$ cat config.mk
export PLATFORM = sky130hd
export DESIGN_NAME = prefetch_fetch_unit
export DESIGN_NICKNAME = d
export VERILOG_FILES = /design/src/rtl/prefetch_fetch_unit.sv
export SDC_FILE = /design/constraint.sdc
export NUM_CORES = 1
export LEC_CHECK = 0
export CORE_ASPECT_RATIO = 1.2
export CORE_UTILIZATION = 50
export CTS_CLUSTER_SIZE = 30
export DETAILED_ROUTE_END_ITERATION = 6
export GPL_ROUTABILITY_DRIVEN = 0
export GPL_TIMING_DRIVEN = 0
export MAX_ROUTING_LAYER = met4
export PLACE_DENSITY_LB_ADDON = 0.25
export RECOVER_POWER = 25
export SLEW_MARGIN = 20
export SYNTH_ARGS = -nofsm -noshare
export SYNTH_HDL_FRONTEND = slang
export SYNTH_SLANG_ARGS = --single-unit
$ cat constraint.sdc
create_clock -name clk -period 6.5 [get_ports clk]
set_clock_uncertainty 0.2 [all_clocks]
set_input_delay 1.3 -clock clk [delete_from_list [all_inputs] [get_ports clk]]
set_output_delay 1.3 -clock clk [all_outputs]
set_load 0.005 [all_outputs]
$ cat src/rtl/prefetch_fetch_unit.sv
// Instruction prefetch unit: issues pipelined Wishbone reads ahead of the core,
// buffers {pc, ir, err} in a small FIFO and flushes on redirect, dropping any
// responses that belong to requests issued before the redirect.
module prefetch_fetch_unit #(
   parameter int          DEPTH           = 4,
   parameter int          MAX_OUTSTANDING = 2,
   parameter logic [31:0] RESET_PC        = 32'h0000_0000
) (
   input  logic        clk,
   input  logic        rst,
   output logic        wb_cyc_o,
   output logic        wb_stb_o,
   output logic [31:0] wb_adr_o,
   input  logic [31:0] wb_dat_i,
   input  logic        wb_ack_i,
   input  logic        wb_err_i,
   input  logic        wb_stall_i,
   input  logic        redirect,
   input  logic [31:0] redirect_pc,
   output logic        out_valid,
   input  logic        out_ready,
   output logic [31:0] out_pc,
   output logic [31:0] out_ir,
   output logic        out_err
);

   localparam int PW = (DEPTH > 1) ? $clog2(DEPTH) : 1;
   localparam int CW = PW + 1;
   localparam logic [CW-1:0] DEPTH_C = CW'(DEPTH);
   localparam logic [CW-1:0] MAX_C   = CW'(MAX_OUTSTANDING);

   logic          run_q,     run_d;
   logic [31:0]   fetch_pc_q, fetch_pc_d;
   logic [31:0]   resp_pc_q,  resp_pc_d;
   logic [CW-1:0] outs_q,    outs_d;
   logic [CW-1:0] discard_q, discard_d;
   logic          halted_q,  halted_d;
   logic [PW-1:0] wr_ptr_q,  wr_ptr_d;
   logic [PW-1:0] rd_ptr_q,  rd_ptr_d;
   logic [CW-1:0] count_q,   count_d;

   logic [31:0]   mem_pc  [DEPTH];
   logic [31:0]   mem_ir  [DEPTH];
   logic          mem_err [DEPTH];

   logic          resp;
   logic          room;
   logic          stb;
   logic          accept;
   logic          push;
   logic          pop;
   logic [31:0]   redirect_al;

   // Issue/response qualifiers; the reservation check counts both buffered
   // entries and in-flight requests so a push can never find the FIFO full.
   always_comb begin
      redirect_al = redirect_pc & ~32'h3;
      resp        = (wb_ack_i || wb_err_i) && (outs_q != '0);
      room        = ({1'b0, count_q} + {1'b0, outs_q}) < {1'b0, DEPTH_C};
      stb         = run_q && !halted_q && !redirect && (outs_q < MAX_C) && room;
      accept      = stb && !wb_stall_i;
      push        = resp && (discard_q == '0) && !redirect;
      pop         = (count_q != '0) && out_ready && !redirect;
   end

   // Next-state for fetch/response tracking and FIFO pointers; redirect wins
   // over every other update in the same cycle.
   always_comb begin
      run_d      = 1'b1;
      fetch_pc_d = fetch_pc_q;
      resp_pc_d  = resp_pc_q;
      outs_d     = outs_q + CW'(accept) - CW'(resp);
      discard_d  = discard_q;
      halted_d   = halted_q;
      wr_ptr_d   = wr_ptr_q;
      rd_ptr_d   = rd_ptr_q;
      count_d    = count_q;
      if (redirect) begin
         fetch_pc_d = redirect_al;
         resp_pc_d  = redirect_al;
         // stb is low this cycle, so every request still unacked after this
         // edge belongs to the old stream and must be dropped.
         discard_d  = outs_q - CW'(resp);
         halted_d   = 1'b0;
         wr_ptr_d   = '0;
         rd_ptr_d   = '0;
         count_d    = '0;
      end else begin
         if (accept) begin
            fetch_pc_d = fetch_pc_q + 32'd4;
         end
         if (resp && (discard_q != '0)) begin
            discard_d = discard_q - CW'(1);
         end
         if (push) begin
            resp_pc_d = resp_pc_q + 32'd4;
            wr_ptr_d  = wr_ptr_q + PW'(1);
            if (wb_err_i) begin
               halted_d = 1'b1;
            end
         end
         if (pop) begin
            rd_ptr_d = rd_ptr_q + PW'(1);
         end
         case ({push, pop})
            2'b10:   count_d = count_q + CW'(1);
            2'b01:   count_d = count_q - CW'(1);
            default: count_d = count_q;
         endcase
      end
   end

   // Control state registers.
   always_ff @(posedge clk or negedge rst) begin
      if (!rst) begin
         run_q      <= 1'b0;
         fetch_pc_q <= RESET_PC;
         resp_pc_q  <= RESET_PC;
         outs_q     <= '0;
         discard_q  <= '0;
         halted_q   <= 1'b0;
         wr_ptr_q   <= '0;
         rd_ptr_q   <= '0;
         count_q    <= '0;
      end else begin
         run_q      <= run_d;
         fetch_pc_q <= fetch_pc_d;
         resp_pc_q  <= resp_pc_d;
         outs_q     <= outs_d;
         discard_q  <= discard_d;
         halted_q   <= halted_d;
         wr_ptr_q   <= wr_ptr_d;
         rd_ptr_q   <= rd_ptr_d;
         count_q    <= count_d;
      end
   end

   // FIFO storage; contents need no reset because the outputs are gated by valid.
   always_ff @(posedge clk) begin
      if (push) begin
         mem_pc[wr_ptr_q]  <= resp_pc_q;
         mem_ir[wr_ptr_q]  <= wb_dat_i;
         mem_err[wr_ptr_q] <= wb_err_i;
      end
   end

   // Bus and head-of-FIFO outputs.
   always_comb begin
      wb_stb_o  = stb;
      wb_cyc_o  = stb || (outs_q != '0);
      wb_adr_o  = fetch_pc_q;
      out_valid = (count_q != '0);
      out_pc    = out_valid ? mem_pc[rd_ptr_q]  : 32'h0;
      out_ir    = out_valid ? mem_ir[rd_ptr_q]  : 32'h0;
      out_err   = out_valid ? mem_err[rd_ptr_q] : 1'b0;
   end

   resp_has_request: assert property (@(posedge clk) disable iff (!rst)
      (wb_ack_i || wb_err_i) |-> (outs_q != '0));

endmodule

==> flow_metrics.tcl <==
set metrics [dict create \
    outcome "finished with violations" \
    violations "capacitance limit, slew limit" \
    drt_first_pass_iters 5 \
    ir_worst_vdd_uv 163 \
    wirelength_mm 33.1 \
    via_per_inst 5.91 \
    cts_buffers 31 \
    synthTopCellsByArea "edfxtp_1, dfrtp_1, mux4_2" \
    area_growth_pct 23.4 \
    hold_depth 0 \
    worstHoldStart "resp_pc_q[30]$_DFFE_PN0P_" \
    fin_util 0.628 \
    synth_top_area_frac 0.533 \
    postCtsSetupRepairBufs 0 \
    worst-slew-pin-transition_ns 2.41 \
    startpoint "redirect" \
    syn-cell-area_sq_um 14200 \
    synth_common_cells "edfxtp_1, dfrtp_1, and2_1, mux4_2, nand2_1" \
    power_density_nw_per_um2 353 \
    initial_core_util 0.509 \
    ant_nets 0 \
    clockBufferDepth 3 \
    io_pins 171 \
    drt_iter0_drc 708 \
    worstPathArrival_ns 3.44 \
    die_area_sq_um 29100 \
    r2r_start "outs_q[2]$_DFF_PN0_" \
    synthFlopType "edfxtp_1" \
    clock_sinks 327 \
    insertion_delay_ns 0.55 \
    hold-path-endpoint "mem_pc[2][30]$_DFFE_PP_" \
    fin_crit_sh 0.760 \
    drive_above_1_share 0.115 \
    grt_overflow 0 \
    max-cap-violations 2 \
    hp-class "reg -> reg" \
    ys_ff_latch 327 \
    worstSetupPathType "in -> out" \
    final_nets 1226 \
    fill_cells 2085 \
    gr-usage-all-layers 0.238 \
    ys_types 56 \
    critPathLaunchType "input port" \
    async_reset_ff_frac 0.229 \
    yosysWarnings 0 \
    synth.most_common_cell "edfxtp_1" \
    fin_crit_ns 4.94 \
    row_count 67 \
    die_y_um 187 \
    syn_area_per_cell_sq_um 15.2 \
    vias 9103 \
    cts_hold_buf 0 \
    hold_viol_final 0 \
    synth_edf_count 252 \
    grt_max_degree 46 \
    clock.fmax_ghz 0.202 \
    drv_slew 78 \
    antenna_cells 0 \
    netlist_instances 934 \
    port_buffers 163 \
    r2r-end "outs_q[2]$_DFF_PN0_" \
    clk_pin_slew_ns 0.07 \
    slew_headroom -0.604 \
    cp-end-kind "output pin" \
    finalSetupViolations 0 \
    regToRegSetupSlack_ns 2.46 \
    worstPathRequired_ns 5.00 \
    cp_max_fo 9 \
    rsz0062_at_grt "false" \
    die_x_um 156 \
    cts-resized-gates 0 \
    dpl.hpwl_mm 22.1 \
    yosysTopAreaCell "edfxtp_1" \
    tritoncts "done" \
    rr_worst_depth 12 \
    drt-wirelength-per-cell_um 21.5 \
    drc 0 \
    synth-seq-area-share 0.665 \
    power_leakage_nw 5.87 \
    fin_setup_tns_ns 0 \
    root_buffer "clkbuf_16" \
    core-area_sq_um 27900 \
    htree_num_levels 1 \
    antenna_found_initial 0 \
    grt_pass1_vias 8995 \
    grt_pass1_wl_mm 51.4 \
]
==> per-stage QoR <==
step | instance area [sq um] | worst slack, ns | hold slack [ns] | cells | power (mW)
4_1_cts | 17500 | 1.40 | 0.361 | 1541 | 6.25
3_5_place_dp | 16500 | 1.68 | 0.329 | 1484 | 4.36
5_1_grt | 17500 | 1.24 | 0.398 | 1541 | 6.47
2_1_floorplan | 14200 | 2.23 | 0.281 | 937 | 3.50
3_3_place_gp | 16300 | 0.290 | 0.321 | 1479 | 4.32
6_report | 17500 | 1.56 | 0.367 | 1541 | 6.18
==> kinds of logic (layout without fill, tap and decap cells) <==
| logic type | after synthesis | after routing | share of synthesized area |
|---|---|---|---|
| XOR/XNOR | 16 | 16 | 0.00987 |
| AO/OA/AOI/OAI | 119 | 119 | 0.0581 |
| multiplexers | 66 | 66 | 0.102 |
| other | 2 | 5 | 0.000529 |
| adder cells (fa/ha/maj) | 17 | 17 | 0.0160 |
| buffers and inverters | 78 | 303 | 0.0224 |
| flip-flops | 327 | 327 | 0.665 |
| AND/OR/NAND/NOR | 309 | 309 | 0.126 |
==> metal layers <==
layer | track usage | up-vias | part of all wire
met5 | - | - | 0
met4 | 0.0826 | 0 | 0.032
met3 | 0.0253 | 63 | 0.063
met2 | 0.375 | 385 | 0.49
met1 | 0.325 | 4546 | 0.41
li1 | - | 4109 | -
==> critical path, cell delays in order <==
cell and delay [ns]:
buf_6 0.13, nor4b_1 0.65, nand2_1 0.12, a311oi_1 0.46, or4_1 0.26, clkdlybuf4s50_1 0.52
==> power breakdown <==
group	switching (mW)	internal, mW
sequential	0.142	2.42
combinational	0.778	0.962
clock	0.732	1.15
==> sequential cells by signal (all words and copies together), names as in the netlist, 2 cells and up <==
register	flops
count_q	3
rd_ptr_q	2
discard_q	3
wr_ptr_q	2
resp_pc_q	30
outs_q	3
wb_adr_o	30
mem_err	4
mem_ir	128
mem_pc	120
==> placed cells by master, fill, tap and decap left out, types with 9 or more instances in the layout <==
cell type / netlist / routed
xor2_1: 9 / 9
inv_1: 21 / 21
clkdlybuf4s50_1: 0 / 162
edfxtp_1: 252 / 252
a31oi_1: 25 / 25
dfrtp_1: 75 / 75
and2_1: 69 / 69
clkbuf_16: 0 / 31
a21oi_1: 9 / 9
clkbuf_1: 42 / 53
nor4_1: 14 / 14
nand2_1: 47 / 47
nor2_1: 31 / 31
clkbuf_8: 0 / 10
mux4_2: 63 / 63
or4_1: 25 / 25
nand4_1: 23 / 23
and4_1: 9 / 9
o211ai_1: 13 / 13
ha_1: 15 / 15
nand3_1: 34 / 34
o21ai_0: 22 / 22
and3_1: 13 / 9
o31ai_1: 17 / 17
==> layout make-up <==
| type | instances | area, sq um | area share |
|---|---|---|---|
| Inverter | 22 | 82.6 | 0.00471 |
| Clock inverter | 7 | 135 | 0.00771 |
| Buffer | 56 | 238 | 0.0136 |
| Multi-Input combinational cell | 532 | 4470 | 0.255 |
| Sequential cell | 327 | 9440 | 0.539 |
| Tap cell | 379 | 474 | 0.0271 |
| Timing Repair Buffer | 168 | 1730 | 0.0988 |
| Clock buffer | 50 | 947 | 0.0541 |
==> worst max-delay path by stage <==
| stage | slack, ns | cells past startpoint | end |
|---|---|---|---|
| 2_1_floorplan | 2.23 | 5 | mem_err[2]$_DFFE_PP_ |
| 3_3_place_gp | 0.29 | 4 | mem_pc[2][18]$_DFFE_PP_ |
| 3_5_place_dp | 1.68 | 6 | wb_cyc_o |
| 4_1_cts | 1.40 | 5 | out_pc[29] |
| 5_1_grt | 1.24 | 2 | rd_ptr_q[1]$_DFFE_PN0P_ |
| 6_report | 1.56 | 6 | wb_cyc_o |
No activity file was read; power rests on OpenSTA's default activity.
